==> src/rtl/sccb_cfg_sequencer_if.sv <==
// Handshake bundle between the OV7670 register-load sequencer and the SCCB master side.
// The master modport belongs to the sequencer; the slave modport belongs to the SCCB master/status consumer.
interface sccb_cfg_sequencer_if;
  logic       start;
  logic       complete;
  logic [7:0] addr_out;
  logic [7:0] data_out;
  logic       write3_rq;
  logic       busy;
  logic       done;
  logic       error;
  logic [3:0] index;
  logic [2:0] dbg_state;

  // write3_rq is a level request: addr_out/data_out are valid and held while it is
  // high, and the request is accepted when complete is seen high in the same cycle.
  modport master (
    input  start, complete,
    output addr_out, data_out, write3_rq, busy, done, error, index, dbg_state
  );

  modport slave (
    output start, complete,
    input  addr_out, data_out, write3_rq, busy, done, error, index, dbg_state
  );
endinterface

==> src/rtl/sccb_cfg_sequencer.sv <==
// Walks a fixed OV7670 (register, value) table and issues one SCCB 3-phase write per entry.
// Optional macro SCCB_CFG_QVGA_EN inserts the three QVGA scaling entries before the terminator.
module sccb_cfg_sequencer #(
  parameter logic [15:0] RESET_WAIT = 16'd2000,
  parameter logic [7:0]  GAP_CYCLES = 8'd16,
  parameter logic [15:0] TIMEOUT    = 16'd65535
) (
  input logic                   Clk,
  input logic                   Reset,
  sccb_cfg_sequencer_if.master  bus
);

  typedef enum logic [2:0] {
    S_IDLE, S_ISSUE, S_WAIT_ACK, S_WAIT_REL, S_GAP, S_RST_WAIT, S_DONE, S_ERR
  } state_t;

  state_t      r_state;
  logic [15:0] r_cnt;
  logic [3:0]  r_index;
  logic [7:0]  r_addr;
  logic [7:0]  r_data;
  logic        r_rq;
  logic        r_busy;
  logic        r_done;
  logic        r_error;

  function automatic logic [15:0] table_entry(input logic [3:0] idx);
    case (idx)
      4'd0:    table_entry = 16'h1280;
      4'd1:    table_entry = 16'h1204;
      4'd2:    table_entry = 16'h40D0;
      4'd3:    table_entry = 16'h8C00;
      4'd4:    table_entry = 16'h3A04;
      4'd5:    table_entry = 16'h1101;
`ifdef SCCB_CFG_QVGA_EN
      4'd6:    table_entry = 16'h0C04;
      4'd7:    table_entry = 16'h3E19;
      4'd8:    table_entry = 16'h7211;
`endif
      default: table_entry = 16'hFFFF;
    endcase
  endfunction

  logic [15:0] w_entry;
  logic        w_is_term;
  logic        w_to_hit;
  logic        w_gap_hit;
  logic        w_rst_hit;
  logic        w_soft_rst;

  assign w_entry    = table_entry(r_index);
  assign w_is_term  = (w_entry == 16'hFFFF);
  // The request stays high for exactly TIMEOUT cycles (one cycle when TIMEOUT is 0).
  assign w_to_hit   = (TIMEOUT == 16'd0) || (r_cnt == (TIMEOUT - 16'd1));
  assign w_gap_hit  = (r_cnt == {8'd0, GAP_CYCLES});
  assign w_rst_hit  = (r_cnt == RESET_WAIT);
  assign w_soft_rst = ({r_addr, r_data} == 16'h1280);

  always_ff @(posedge Clk) begin
    if (Reset) begin
      r_state <= S_IDLE;
      r_cnt   <= 16'd0;
      r_index <= 4'd0;
      r_addr  <= 8'd0;
      r_data  <= 8'd0;
      r_rq    <= 1'b0;
      r_busy  <= 1'b0;
      r_done  <= 1'b0;
      r_error <= 1'b0;
    end else begin
      case (r_state)
        S_IDLE, S_DONE, S_ERR: begin
          if (bus.start) begin
            r_index <= 4'd0;
            r_done  <= 1'b0;
            r_error <= 1'b0;
            r_busy  <= 1'b1;
            r_state <= S_ISSUE;
          end
        end
        S_ISSUE: begin
          if (w_is_term) begin
            r_done  <= 1'b1;
            r_busy  <= 1'b0;
            r_state <= S_DONE;
          end else begin
            r_addr  <= w_entry[15:8];
            r_data  <= w_entry[7:0];
            r_rq    <= 1'b1;
            r_cnt   <= 16'd0;
            r_state <= S_WAIT_ACK;
          end
        end
        S_WAIT_ACK: begin
          // complete takes priority over a timeout expiring in the same cycle
          if (bus.complete) begin
            r_rq    <= 1'b0;
            r_state <= S_WAIT_REL;
          end else if (w_to_hit) begin
            r_rq    <= 1'b0;
            r_error <= 1'b1;
            r_busy  <= 1'b0;
            r_state <= S_ERR;
          end else begin
            r_cnt <= r_cnt + 16'd1;
          end
        end
        S_WAIT_REL: begin
          if (!bus.complete) begin
            r_cnt   <= 16'd0;
            r_state <= w_soft_rst ? S_RST_WAIT : S_GAP;
          end
        end
        S_GAP: begin
          if (w_gap_hit) begin
            r_index <= r_index + 4'd1;
            r_state <= S_ISSUE;
          end else begin
            r_cnt <= r_cnt + 16'd1;
          end
        end
        S_RST_WAIT: begin
          if (w_rst_hit) begin
            r_index <= r_index + 4'd1;
            r_state <= S_ISSUE;
          end else begin
            r_cnt <= r_cnt + 16'd1;
          end
        end
        default: r_state <= S_IDLE;
      endcase
    end
  end

  assign bus.addr_out  = r_addr;
  assign bus.data_out  = r_data;
  assign bus.write3_rq = r_rq;
  assign bus.busy      = r_busy;
  assign bus.done      = r_done;
  assign bus.error     = r_error;
  assign bus.index     = r_index;
  assign bus.dbg_state = r_state;

endmodule
==> src/flat_wrapper.sv <==
// flat-port wrapper written by rule: the top's interface ports become plain ports
module sccb_cfg_sequencer_flat 
#(
  parameter logic [15:0] RESET_WAIT = 16'd2000,
  parameter logic [7:0]  GAP_CYCLES = 8'd16,
  parameter logic [15:0] TIMEOUT    = 16'd65535
)
  (Clk, Reset, bus_start, bus_complete, bus_addr_out, bus_data_out, bus_write3_rq, bus_busy, bus_done, bus_error, bus_index, bus_dbg_state);
  sccb_cfg_sequencer_if bus_i ();
  input logic Clk;
  input logic Reset;
  input wire logic [$bits(bus_i.start)-1:0] bus_start;
  input wire logic [$bits(bus_i.complete)-1:0] bus_complete;
  output wire logic [$bits(bus_i.addr_out)-1:0] bus_addr_out;
  output wire logic [$bits(bus_i.data_out)-1:0] bus_data_out;
  output wire logic [$bits(bus_i.write3_rq)-1:0] bus_write3_rq;
  output wire logic [$bits(bus_i.busy)-1:0] bus_busy;
  output wire logic [$bits(bus_i.done)-1:0] bus_done;
  output wire logic [$bits(bus_i.error)-1:0] bus_error;
  output wire logic [$bits(bus_i.index)-1:0] bus_index;
  output wire logic [$bits(bus_i.dbg_state)-1:0] bus_dbg_state;
  assign bus_i.start = bus_start;
  assign bus_i.complete = bus_complete;
  assign bus_addr_out = bus_i.addr_out;
  assign bus_data_out = bus_i.data_out;
  assign bus_write3_rq = bus_i.write3_rq;
  assign bus_busy = bus_i.busy;
  assign bus_done = bus_i.done;
  assign bus_error = bus_i.error;
  assign bus_index = bus_i.index;
  assign bus_dbg_state = bus_i.dbg_state;
  sccb_cfg_sequencer #(.RESET_WAIT(RESET_WAIT), .GAP_CYCLES(GAP_CYCLES), .TIMEOUT(TIMEOUT)) u_core (.Clk(Clk), .Reset(Reset), .bus(bus_i));
endmodule
==> config.mk <==
export PLATFORM = sky130hd
export DESIGN_NAME = sccb_cfg_sequencer_flat
export DESIGN_NICKNAME = d
export VERILOG_FILES = /design/src/rtl/sccb_cfg_sequencer_if.sv /design/src/rtl/sccb_cfg_sequencer.sv /design/src/flat_wrapper.sv
export SDC_FILE = /design/constraint.sdc
export NUM_CORES = 1
export LEC_CHECK = 0
export CORE_MARGIN = 2
export CORE_UTILIZATION = 42
export DETAILED_ROUTE_END_ITERATION = 8
export PLACE_DENSITY = 0.64
export SLEW_MARGIN = 20
export SYNTH_ARGS = -nofsm -noshare
export SYNTH_HDL_FRONTEND = slang
export SYNTH_SLANG_ARGS = --single-unit
==> constraint.sdc <==
create_clock -name Clk -period 2.2 [get_ports Clk]
set_clock_uncertainty 0.05 [all_clocks]
set_input_delay 0.44 -clock Clk [delete_from_list [all_inputs] [get_ports Clk]]
set_output_delay 0.44 -clock Clk [all_outputs]
set_load 0.02 [all_outputs]
Word-level counts from Yosys, hierarchy flattened. Cells that the tools add are included.

Register bits after elaboration: 43. Bits in latches: 0. Memory bits (writable): 0. ROM bits: 0. Bits of input ports: 4. Memories kept: 0.

Add/sub/neg operators: 2. Multipliers: 0. Div/mod/pow operators: 0. Order comparisons: 0. Equal/unequal tests: 29. Shift operators: 0. Mux-type cells: 35. Bitwise logic cells: 1. Reductions and logical operators: 17.

Operator list (count): 16-bit 2-to-1 mux (6); 16-bit case mux with 6 select lines (1); 16-bit case mux with 5 select lines (1); 16-bit equality test, second input constant (2); 3-bit 2-to-1 mux (7); 3-bit case mux with 6 select lines (1); 16-bit by 1-bit adder with 16-bit output, second input constant (1); 16-bit by 11-bit equality test with 1-bit output, second input constant (1); 16-bit by 13-bit equality test with 1-bit output, second input constant (1); 16-bit by 5-bit equality test with 1-bit output, second input constant (1); 2-bit != test, second input constant (7); 3-bit equality test, second input constant (4); 4-bit 2-to-1 mux (3); 4-bit case mux with 3 select lines (1); 1-bit 2-to-1 mux (11); 5-bit AND reduction (2); 4-bit by 2-bit equality test with 1-bit output, second input constant (2); 4-bit by 3-bit equality test with 1-bit output, second input constant (2); 2-bit by 1-bit != test with 1-bit output, second input constant (4); 4-bit AND reduction (2); 7-bit AND reduction (1); 3-bit by 2-bit equality test with 1-bit output, second input constant (2); 1-bit case mux with 2 select lines (3); 3-bit AND reduction (2); other kinds (13) (16).

Longest topological paths before layout.
Depth in word-level cells: 5. Gate-level depth with buffers: 8. Mapped depth without buffers: 7.

Worst setup path after synthesis. No wires, ideal clock.

Path type: flip-flop to flip-flop. Start: register u_core.r_index[1] (netlist: u_core.bus.index[1]). End: register u_core.r_cnt[13]. Setup time: 0.072 ns. Data arrival time: 2.057 ns. Required time: 2.078 ns. Slack: 0.022 ns. Stages on the path, launching flop included: 8. Period minus slack after synthesis: 2.178 ns. Cells stage by stage: dfxtp_1 ha_1 o21bai_4 a2111oi_4 nor2_2 buf_2 nor4b_2 mux2i_1.

Longest elaborated chain between the ends: 5. Elaborated cells between the ends (all ways): 10. Those cells by class: 7 x eq/ne; 1 x mux; 2 x reduce/logical.

RTL lines: start: declaration (line sccb_cfg_sequencer.sv:19) `logic [3:0] r_index;`; start signal: assignment (line sccb_cfg_sequencer.sv:116) `r_index <= r_index + 4'd1;`; start signal: assignment (line sccb_cfg_sequencer.sv:124) `r_index <= r_index + 4'd1;`; 4-bit by 3-bit equality test with 1-bit output, or another cell as far along (line sccb_cfg_sequencer.sv:28) `case (idx)`; 16-bit case mux with 6 select lines * (line sccb_cfg_sequencer.sv:28); 16-bit equality test * (line sccb_cfg_sequencer.sv:52) `assign w_is_term = (w_entry == 16'hFFFF);`; 2-bit != test (no line) *; 7-bit AND reduction (no line) *; end signal: assignment (line sccb_cfg_sequencer.sv:105) `r_cnt <= r_cnt + 16'd1;`; end signal: assignment (line sccb_cfg_sequencer.sv:119) `r_cnt <= r_cnt + 16'd1;`; end signal: assignment (line sccb_cfg_sequencer.sv:127) `r_cnt <= r_cnt + 16'd1;`; end: declaration (line sccb_cfg_sequencer.sv:18) `logic [15:0] r_cnt;`.

Every way passes the cells marked *; elsewhere a longest branch is shown, timed or not. A chain may end at the register's enable or synchronous reset.

Worst setup path after layout.
Start: register u_core.r_index[0] (netlist: u_core.bus.index[0]). End: register u_core.r_cnt[12].

Same word-level chain as after synthesis.

==> impl_metrics.ini <==
[placement]
gp_congestion = 0.864
hpwl_um = 4510
io_buffers = 30
placed_cells = 400

[worst_setup_path]
worst-path-buf-inv = 2
cp-end-kind = flop
required_ns = 2.39
crit_arrival_ns = 2.29
cpMaxStageDelayCell = a2111oi_4
crit_path_cell_trace = inv_2 > ha_4 > o21bai_4 > a2111oi_4 > buf_4 > o21ai_4 > or4_1 > a21oi_2
start_kind = flop
path_class = flop to flop
critPathMaxFanout = 10
crit_family = compound AO/OA/AOI/OAI gates
max_stage_delay_ns = 0.46

[routing]
postRouteAntennaNets = 0
dr.max_layer_used = met4
routedWlPerCell_um = 14.8
wl_um = 6080
drtPass1Iterations = 4
drt-initial-drc-count = 168
drc = 0
met1_length_um = 2890
route.met3.wl_um = 334
wl_met2_um = 2740
vias_per_cell = 5.62
vias = 2317

[sta]
hold_slack_ns = 0.418
timing.fmax_mhz = 475
hold_viol_final = 0
finalMaxSlewViolations = 0
worstMarginPinSlew_ns = 0.566
setup_viol = 0
fin_setup_tns_ns = 0
period_minus_slack_ns = 2.10
slew_headroom_pct = 62.3
fin_crit_sh_pct = 95.6

[clock_network]
clk_pin_slew_ns = 0.08
clock-root-buffer = clkbuf_8
cts_buffer_depth = 2
h-tree-depth = 2
cts_tree = done
numCtsBuffers = 5
clk_latency_ns = 0.29
cts_sinks = 37

[synth]
synth_compound_area_share_pct = 23.0
yosys_warnings = 0
muxShareOfSynthArea_pct = 2.58
synth.cell_area_um2 = 2370
syn_nets = 298
async_flop_share_pct = 0
ys.flop_type = dfxtp_1
seq_area_frac_synth_pct = 31.2
ys_types = 63
yosys.area_share.xor_xnor_pct = 0.369
ys_ff_latch = 37
synth-edff-count = 0
synthSimpleGateAreaFrac_pct = 31.4
yosys.area_share.adder_pct = 3.69
synthCells = 287
synth_top_family_by_area = simple AND/OR/NAND/NOR gates
syn_avg_cell_area_um2 = 8.27

[floorplanning]
die_h_um = 79.2
initial_utilization_pct = 43.4
dieArea_um2 = 6270
core.rowCount = 27
core_um2 = 5470
die_width_um = 79.2
ios = 31

[global_routing]
gr-usage-all-layers_pct = 20.3
grt.overflow.total = 0
grt_pass1_vias = 2107
antenna_found_initial = 0
grt_pass1_wl_um = 10000
grt_max_degree = 21

[power_and_ir_drop]
p_clk_share_pct = 16.6
switching_share_pct = 42.5
powerDensity_nw_per_um2 = 947
p_leak_nw = 1.08
p_switching_mw = 1.23
comb_power_share_pct = 54.3
seqPwrFrac_pct = 29.2
vdd_ir_drop_max_mv = 0.627
internal-power_mw = 1.67

[final_layout]
drive_gt1_share_pct = 22.9
final_net_count = 350
antenna_cells = 0
instances_no_fill = 412
synthToLayoutAreaGrowth_pct = 28.9

[outcome]
outcome = complete, no violations

[job]
maxCapViolCount = 0

[hold_path]
min_path_type = flop to flop
[synthesized netlist by cell type (all sizes together) (5+ instances only)]
master	instances	area share, %
dfxtp	37	31
nand2	34	5.4
a21oi	28	5.9
nor2	26	4.2
buf	16	4.9
nand3	14	3.2
inv	11	1.7
nor4	8	3.2
o21ai	8	1.8
clkbuf	7	1.1
ha	7	3.7
o31ai	7	2.2
or3	7	1.8
or4	6	1.9
mux2i	5	2.1
nand4	5	1.6
nor3	5	1.1
nor4b	5	2.9
[flip-flops by register name, summed over array words and instances, names as in the netlist, 3 cells and up]
register	flops
u_core.bus.addr_out	7
u_core.bus.data_out	3
u_core.bus.dbg_state	3
u_core.bus.index	4
u_core.r_cnt	16
[cell type report]
cell class                 instances  area, µm²
inverter                          11       41.3
clock buffer                       5       68.8
sequential                        37        747
clock inverter                     3       17.5
fill                             527       2410
multi-input combinational        216       1510
tap                               72       90.1
timing repair buffer              68        586
[power groups by stage]
| stage | clock network [mW] | logic, mW | registers (mW) |
|---|---|---|---|
| 6_report | 0.480 | 1.57 | 0.846 |
| 5_1_grt | 0.514 | 1.72 | 0.861 |
| 4_1_cts | 0.486 | 1.54 | 0.839 |
| 3_5_place_dp | 0 | 1.52 | 0.854 |
| 3_3_place_gp | 0 | 1.50 | 0.853 |
| 2_1_floorplan | 0 | 0.861 | 0.924 |
[what timing repair did]
action                                  4_1_cts  5_1_grt
pin swaps                                     1        3
hold endpoints to repair                      0        0
hold buffers                                  0        0
setup buffers                                 0        4
endpoints found under the setup margin        6       22
gates resized for setup                       1       16
[per-stage QoR]
| stage | instance area [µm²] | setup slack [ns] | utilization (%) | power [mW] |
|---|---|---|---|---|
| after floorplan | 2370 | 0.0216 | - | 1.78 |
| after global placement | 2880 | 0.0363 | 52.6 | 2.35 |
| after detailed placement | 2880 | -0.0238 | 52.6 | 2.37 |
| after CTS | 2970 | 0.00335 | 54.2 | 2.86 |
| after global routing | 3060 | -0.0124 | 55.9 | 3.09 |
| final | 3060 | 0.0968 | 55.9 | 2.90 |
[path summary, 6_finish.rpt]
check	from	to	slack, ns	cells after the start
worst max-delay path	u_core.bus.index[0]	u_core.r_cnt[12]	0.1	8
worst min-delay path	u_core.bus.done	u_core.bus.done	0.42	1
worst max register to register	u_core.bus.index[0]	u_core.r_cnt[12]	0.1	8
worst min register to register	u_core.bus.done	u_core.bus.done	0.42	1
[kinds of logic after synthesis]
group | Yosys count
AO/OA/AOI/OAI | 72
multiplexers | 6
AND/OR/NAND/NOR | 130
XOR/XNOR | 1
flip-flops | 37
buffers and inverters | 34
adder cells (fa/ha/maj) | 7
[per-layer routing]
layer | up-vias | global-route usage (%)
met5 | - | 0
met4 | 0 | 7.07
met1 | 1090 | 27.5
met3 | 11 | 4.20
li1 | 1152 | -
met2 | 64 | 31.9
[placed cells by master, fill, tap and decap left out, drive strengths merged, types with 2 or more instances in the layout]
master / netlist / routed
nor3: 5 / 5
nor4b: 5 / 5
nor4: 8 / 8
nand4: 5 / 5
a21oi: 28 / 28
buf: 16 / 38
o21a: 2 / 2
inv: 11 / 11
a221oi: 2 / 2
ha: 7 / 7
and3: 3 / 3
clkdlybuf4s50: 0 / 30
mux2i: 5 / 5
nand2: 34 / 34
nor2: 26 / 26
nor2b: 4 / 4
o31ai: 7 / 7
a211o: 3 / 3
o211ai: 2 / 2
clkinv: 0 / 2
a2111oi: 3 / 3
o21ai: 8 / 8
clkbuf: 7 / 5
and2: 2 / 2
or3: 7 / 7
dfxtp: 37 / 37
a21o: 2 / 2
nand3: 14 / 14
or4: 6 / 6
a31oi: 2 / 2
nand2b: 4 / 4
No activity file was read; power rests on OpenSTA's default activity.
